<file path="src/rtl/icache_refill_axi.sv">
// icache_refill_axi: AXI4 read master that fetches one instruction-cache line per request
// and presents the whole line with a single-cycle gnt pulse.
module icache_refill_axi #(
    parameter int LINE_WORDS = 8,
    parameter int ID_W = 4,
    parameter logic [ID_W-1:0] AR_ID = '0
) (
    input  logic                       clk,
    input  logic                       rst,
    input  logic                       rd_req,
    input  logic [31:0]                addr,
    output logic                       gnt,
    output logic [LINE_WORDS-1:0][31:0] data,
    output logic                       err,
    output logic [ID_W-1:0]            arid,
    output logic [31:0]                araddr,
    output logic [7:0]                 arlen,
    output logic [2:0]                 arsize,
    output logic [1:0]                 arburst,
    output logic                       arvalid,
    input  logic                       arready,
    input  logic [31:0]                rdata,
    input  logic [1:0]                 rresp,
    input  logic                       rlast,
    input  logic                       rvalid,
    output logic                       rready
);
    localparam int BW = $clog2(LINE_WORDS + 1);
    typedef enum logic [1:0] {IDLE, AR, R, DONE} state_t;
    state_t state, state_nx;
    logic [31:0] addr_q;
    logic [BW-1:0] beat;
    logic err_q;
    logic beat_hs;
    assign arid = AR_ID;
    assign araddr = addr_q;
    assign arlen = 8'(LINE_WORDS - 1);
    assign arsize = 3'b010;
    assign arburst = 2'b01;
    always_ff @(posedge clk or posedge rst)
        if (rst) state <= IDLE;
        else state <= state_nx;
    always_comb begin
        arvalid = state == AR;
        rready = state == R;
        gnt = state == DONE;
        err = gnt && err_q;
        beat_hs = rvalid && rready;
        state_nx = state;
        case (state)
            IDLE: state_nx = rd_req ? AR : IDLE;
            AR:   state_nx = arready ? R : AR;
            R:    state_nx = beat_hs && rlast ? DONE : R;
            DONE: state_nx = IDLE;
        endcase
    end
    // A burst that ends before the line is full leaves stale words, so it is reported as an error.
    always_ff @(posedge clk or posedge rst) begin
        if (rst) begin
            addr_q <= '0;
            beat <= '0;
            err_q <= 1'b0;
            data <= '0;
        end else if (state == IDLE && rd_req) begin
            addr_q <= addr & 32'hFFFF_FFE0;
            beat <= '0;
            err_q <= 1'b0;
        end else if (beat_hs) begin
            for (int i = 0; i < LINE_WORDS; i++)
                if (beat == BW'(i)) data[i] <= rdata;
            beat <= beat == BW'(LINE_WORDS) ? beat : beat + 1'b1;
            err_q <= err_q || rresp != 2'b00 || (rlast && beat < BW'(LINE_WORDS - 1));
        end
    end
endmodule

</file>
<file path="config.mk">
export PLATFORM = sky130hd
export DESIGN_NAME = icache_refill_axi
export DESIGN_NICKNAME = d
export VERILOG_FILES = /design/src/rtl/icache_refill_axi.sv
export SDC_FILE = /design/constraint.sdc
export NUM_CORES = 1
export LEC_CHECK = 0
export ABC_AREA = 1
export CAP_MARGIN = 40
export CORE_MARGIN = 2
export CORE_UTILIZATION = 45
export DETAILED_ROUTE_END_ITERATION = 8
export GPL_TIMING_DRIVEN = 1
export HOLD_SLACK_MARGIN = 0.08
export PLACE_DENSITY_LB_ADDON = 0.25
export REMOVE_ABC_BUFFERS = 1
export SYNTH_ARGS = -nofsm -noshare
export SYNTH_HDL_FRONTEND = slang
export SYNTH_SLANG_ARGS = --single-unit
</file>
<file path="constraint.sdc">
create_clock -name clk -period 10.6 [get_ports clk]
set_input_delay 1.06 -clock clk [delete_from_list [all_inputs] [get_ports clk]]
set_output_delay 1.06 -clock clk [all_outputs]
set_load 0.02 [all_outputs]
</file>
## After elaboration in Yosys (flattened, before gate mapping)

Index checks and enable logic that the tools add are counted.

| storage, ports and cells | value |
|---|---|
| register bits after elaboration | 290 |
| word-level logic and storage cells | 56 |

| operators by class | value |
|---|---|
| bitwise logic cells | 1 |
| mux-type cells | 9 |
| order comparisons | 1 |
| eq/ne operators | 12 |
| reductions and logical operators | 20 |
| add/subtract/negate cells | 1 |

Operators by type and width:

| operator | number |
|---|---|
| $reduce_and 3->1 | 8 |
| $eq 4x3->1 const B | 4 |
| $mux 4 | 3 |
| $eq 4x2->1 const B | 2 |
| $pmux 2 s4 | 1 |
| $logic_and 1x1->1 | 5 |
| $add 4x1->4 const B | 1 |
| $eq 2x2->1 const B | 2 |
| $eq 4x1->1 const B | 1 |
| $eq 4x4->1 const B | 1 |
| $logic_not 4->1 | 1 |
| $lt 4x3->1 const B | 1 |
| $mux 1 | 4 |
| $reduce_bool 2->1 | 2 |
| $eq 2x1->1 const B | 1 |
| $logic_not 2->1 | 1 |
| $logic_or 1x1->1 | 2 |
| $mux 2 | 1 |
| $ne 2x2->1 const B | 1 |
| $reduce_and 2->1 | 1 |
| $not 1->1 | 1 |

## Depth between registers and ports, before layout

| depth | value |
|---|---|
| depth after elaboration | 5 |
| mapped depth | 8 |

## Worst setup path after synthesis

OpenSTA, ideal clock, no wires.

| path | value |
|---|---|
| path type | in2reg |
| start | input port rvalid |
| end | register data[10] (netlist bit) |
| data required time | 10470 ps |
| setup slack | 8700 ps |
| library setup time | 130 ps |
| stages on the path | 6 |
| arrival time | 1770 ps |
| cell sequence | nand3_4 clkinv_4 nand3_4 buf_2 nand2_1 o21ai_0 |

| between the ends | value |
|---|---|
| longest elaborated chain between the ends | 2 |

Ends and longest elaborated chain:

| item | RTL line | text |
|---|---|---|
| from (decl) | 25 | `input logic rvalid,` |
| $logic_and 1x1->1 | 48 | `beat_hs = rvalid && rready;` |
| $reduce_and 3->1 (no source line) | -- |  |
| to (signal, indexed assignment) | 70 | `if (beat == BW'(i)) data[i] <= rdata;` |
| to (decl) | 13 | `output logic [LINE_WORDS-1:0][31:0] data,` |

Every way passes these cells.
A chain may end at the register's enable or synchronous reset.

==> results.md <==
Finish:
- The final standard cell area without fillers is 0.0156 mm^2.
- The final layout contains 1481 nets.
- The area added between synthesis and finish is 42.8%.
- The number of antenna diodes is 0.
- The utilization after layout is 65.9%.
- The post-route netlist has 4.84% of its cells at a drive strength greater than 1.

Place:
- The placed wire-length estimate after detailed placement is 20200 um.
- After detailed placement, the total cell area comes to 0.0145 mm^2.
- The congestion estimate from routability-driven global placement came to 0.769.
- Port buffering added 353 buffers.

Power and ir drop:
- The leakage power is 7.24 nW.
- The cell area power density is 258 mW/mm^2.
- The internal power consumption is 2.67 mW.
- The part of the power in registers is 38.4%.
- The share of total power dissipated in combinational logic is 34.4%.
- Across the VDD grid, the largest voltage drop is 0.174 mV.
- The analysis attributes to net switching a power of 1.34 mW.
- The switching portion of total power is 33.3%.
- The total power after layout is 4.01 mW.
- The power share of the clock group is 27.1%.

Run:
- The total of max-cap violations is 0.

GRT:
- The number of global-route vias before repair is 8508.
- Entering global routing, the biggest net connects 169 pins.
- The number of antenna violations at the first check in global routing was 0.
- The first global-routing pass estimated 48200 um of wire.
- For this run the aggregate overflow at the end of global routing stands at 0.
- The all-layer global routing usage is 23.7%.

Synthesis:
- The netlist uses 20 different library cells.
- Synthesis produced a netlist whose cell count is 1070.
- The average instance area after synthesis is 10.2 um^2.
- The post-synthesis sequential element count is 290.
- The number of warning messages in the yosys log is 0.
- The number of enable-type register cells in the synthesized netlist is 0.
- In the synthesized netlist the dominant register cell turns out to be dfrtp_1.
- The fraction of registers with async set or reset after synthesis is 100%.
- The fraction of the yosys area taken by sequential cells is 66.6%.
- The area of the mapped netlist is 0.0109 mm^2.

Timing:
- For the final database, setup skew stands at 10.3 ps.
- The number of endpoints failing setup at the final stage is 0.
- The worst-margin pin slew is 894 ps.
- The final number of hold-violating endpoints is 0.
- Summed over all failing endpoints, the final setup total negative slack is 0 ps.
- The worst path in the final design needs a cycle of 2880 ps, including I/O delays and setup.
- Headroom to the max-slew limit came out at 40.4%.
- Timing would allow up to 347 MHz.
- The share of the clock period used by the worst path after layout is 27.2%.
- Setup repair after global routing left no endpoint under its margin.
- The count of final max-slew check failures is 0.

CTS:
- The post-cts resize count is 0.
- The CTS sink count is 290.
- Clock latency on the worst-skew pair, taken at its later pin, is 530 ps.
- Buffers added to address setup during post-CTS repair amount to 0.
- CTS built an H-tree with a depth of 1.
- Clock-pin slew was measured on the worst setup and hold paths at 60 ps.
- The clock passes through at most 3 buffers.
- The TritonCTS clock tree is built.
- The count of hold-fix buffers inserted at cts is 0.
- The clock buffer count from CTS is 29.
- The root buffer cell chosen for the clock tree is clkbuf_16.

Floorplan:
- The initial core utilization is 46.1%.
- In this run the standard cell core region covers 0.0236 mm^2.
- The die is 160 um wide.
- The die height is 160 um.
- 381 I/O pins were placed.
- The number of placement rows is 56.
- The full die area is 0.0255 mm^2.

Critical path:
- The critical path is of the flop to output port type.
- The slowest stage of the critical path is the clkdlybuf4s50_1 cell.
- The largest fanout on the critical path is 4.
- The signal on the critical path passes through inv_1, nand2_1, inv_1, clkdlybuf4s50_1.
- The nature of the critical path endpoint is an output port.
- The type of element launching the critical path is a flop.
- The largest single stage delay on the critical path is 620 ps.
- The most used cell along the critical path is inv_1.
- For the worst setup path, the data required time is 9540 ps.
- The data arrival time at the worst-slack endpoint is 1820 ps.

Worst hold path:
- The classification of the worst-slack hold path is flop to flop.

Drt:
- The post-detailed-route via-to-cell ratio is 4.93.
- The routed wirelength normalized by instance count is 17.3 um.
- The count of nets left with antenna violations once routing finished came out at 0.
- The number of vias after detailed routing is 8614.
- The number of violations reported at the end of detailed-routing iteration 0 is 537.
- The routed wire length is 30300 um.
- The number of detailed-route iterations in the first pass is 7.
- The total DRC errors in the routed layout is 0.

Outcome:
- The run finished with clean final reports.
[power groups by stage]
stage	clock, mW	combinational [mW]	sequential (mW)
finish	1.09	1.38	1.54
global route	1.16	1.48	1.57
detailed placement	0	1.39	1.55
CTS	1.11	1.40	1.54
floorplan	0	0.338	1.88
global placement	0	1.37	1.55
[sequential cells by signal, summed over array words and instances (netlist names), named ones only]
signal / cells
araddr: 27
beat: 4
state: 1
err_q: 1
data: 256
[cell families (layout without fill, tap and decap cells)]
family	count (synthesis)	in the layout	synth area share, %
AND/OR/NAND/NOR	392	392	14.7
flip-flops	290	290	66.6
AO/OA/AOI/OAI	259	259	11.9
buffers and inverters	123	460	6.22
adder cells (fa/ha/maj)	4	4	0.460
other	2	22	0.0690
[worst paths after layout]
| path | from | end | slack [ps] | depth (start not counted) |
|---|---|---|---|---|
| max in group asynchronous | rst | data[106] | 8480 | 3 |
| setup / recovery | flop | arvalid | 7720 | 4 |
| min in group asynchronous | rst | data[64] | 920 | 2 |
| hold / removal | araddr[15] | araddr[15] | 480 | 2 |
| hold reg to reg | araddr[15] | araddr[15] | 480 | 2 |
| setup reg to reg | beat[0] | data[128] | 8180 | 7 |
[through the flow]
stage	setup WS, ps	hold WS, ps	std cells
floorplan	1530	496	1013
detailed placement	7300	468	1693
CTS	7690	487	1746
global placement	7360	465	1690
finish	7720	482	1746
global route	7630	499	1746
[worst max-delay path, delay by kind of cell (launching register included)]
family / cells / cell delay, ps
flip-flops: 1 / 430
buffers and inverters: 3 / 800
AND/OR/NAND/NOR: 1 / 70
[cells in the final DEF, fill, tap and decap left out]
master	synthesis	final
o211ai_1	1	1
inv_8	0	1
clkdlybuf4s50_1	0	353
nand2_1	268	268
inv_2	2	2
clkbuf_8	0	7
ha_1	4	4
clkbuf_1	3	6
nand3_1	8	8
o21ai_0	54	54
clkinv_4	1	2
dfrtp_1	290	290
buf_4	32	4
nor2_1	104	104
nand4_1	2	2
buf_16	0	1
buf_12	0	3
nor2_4	4	4
o21ai_1	107	107
clkinv_2	0	5
clkbuf_16	0	29
conb_1	2	22
inv_1	43	42
a21oi_1	97	97
bufinv_16	0	5
nand3_4	6	6
[per-layer routing]
metal	part of all wire, %	GRT usage [%]	vias up	wire length, um
li1	-	-	4082	-
met1	40	30.4	4127	12100
met2	49	40.5	361	14900
met3	8.1	5.76	44	2470
met4	2.5	6.45	0	765
met5	0	0	-	0
[area by class of cell]
cell class / instances / area, um^2
Clock buffer: 42 / 845
Clock inverter: 11 / 184
Fill cell: 1872 / 8060
Inverter: 46 / 185
Multi-Input combinational cell: 677 / 3030
Sequential cell: 290 / 7260
Tap cell: 319 / 399
Timing Repair Buffer: 361 / 3650
[synth_stat cells, types with 6 or more instances]
master   number  area [um^2]
o21ai_1     107          536
nor2_1      104          390
nand3_1       8         40.0
buf_6         6         67.6
inv_1        43          161
nand3_4       6          105
o21ai_0      54          270
buf_4        32          240
buf_2        36          180
a21oi_1      97          485
nand2_1     268         1010
dfrtp_1     290         7260
Note: power is estimated with default switching activity, not from simulation.
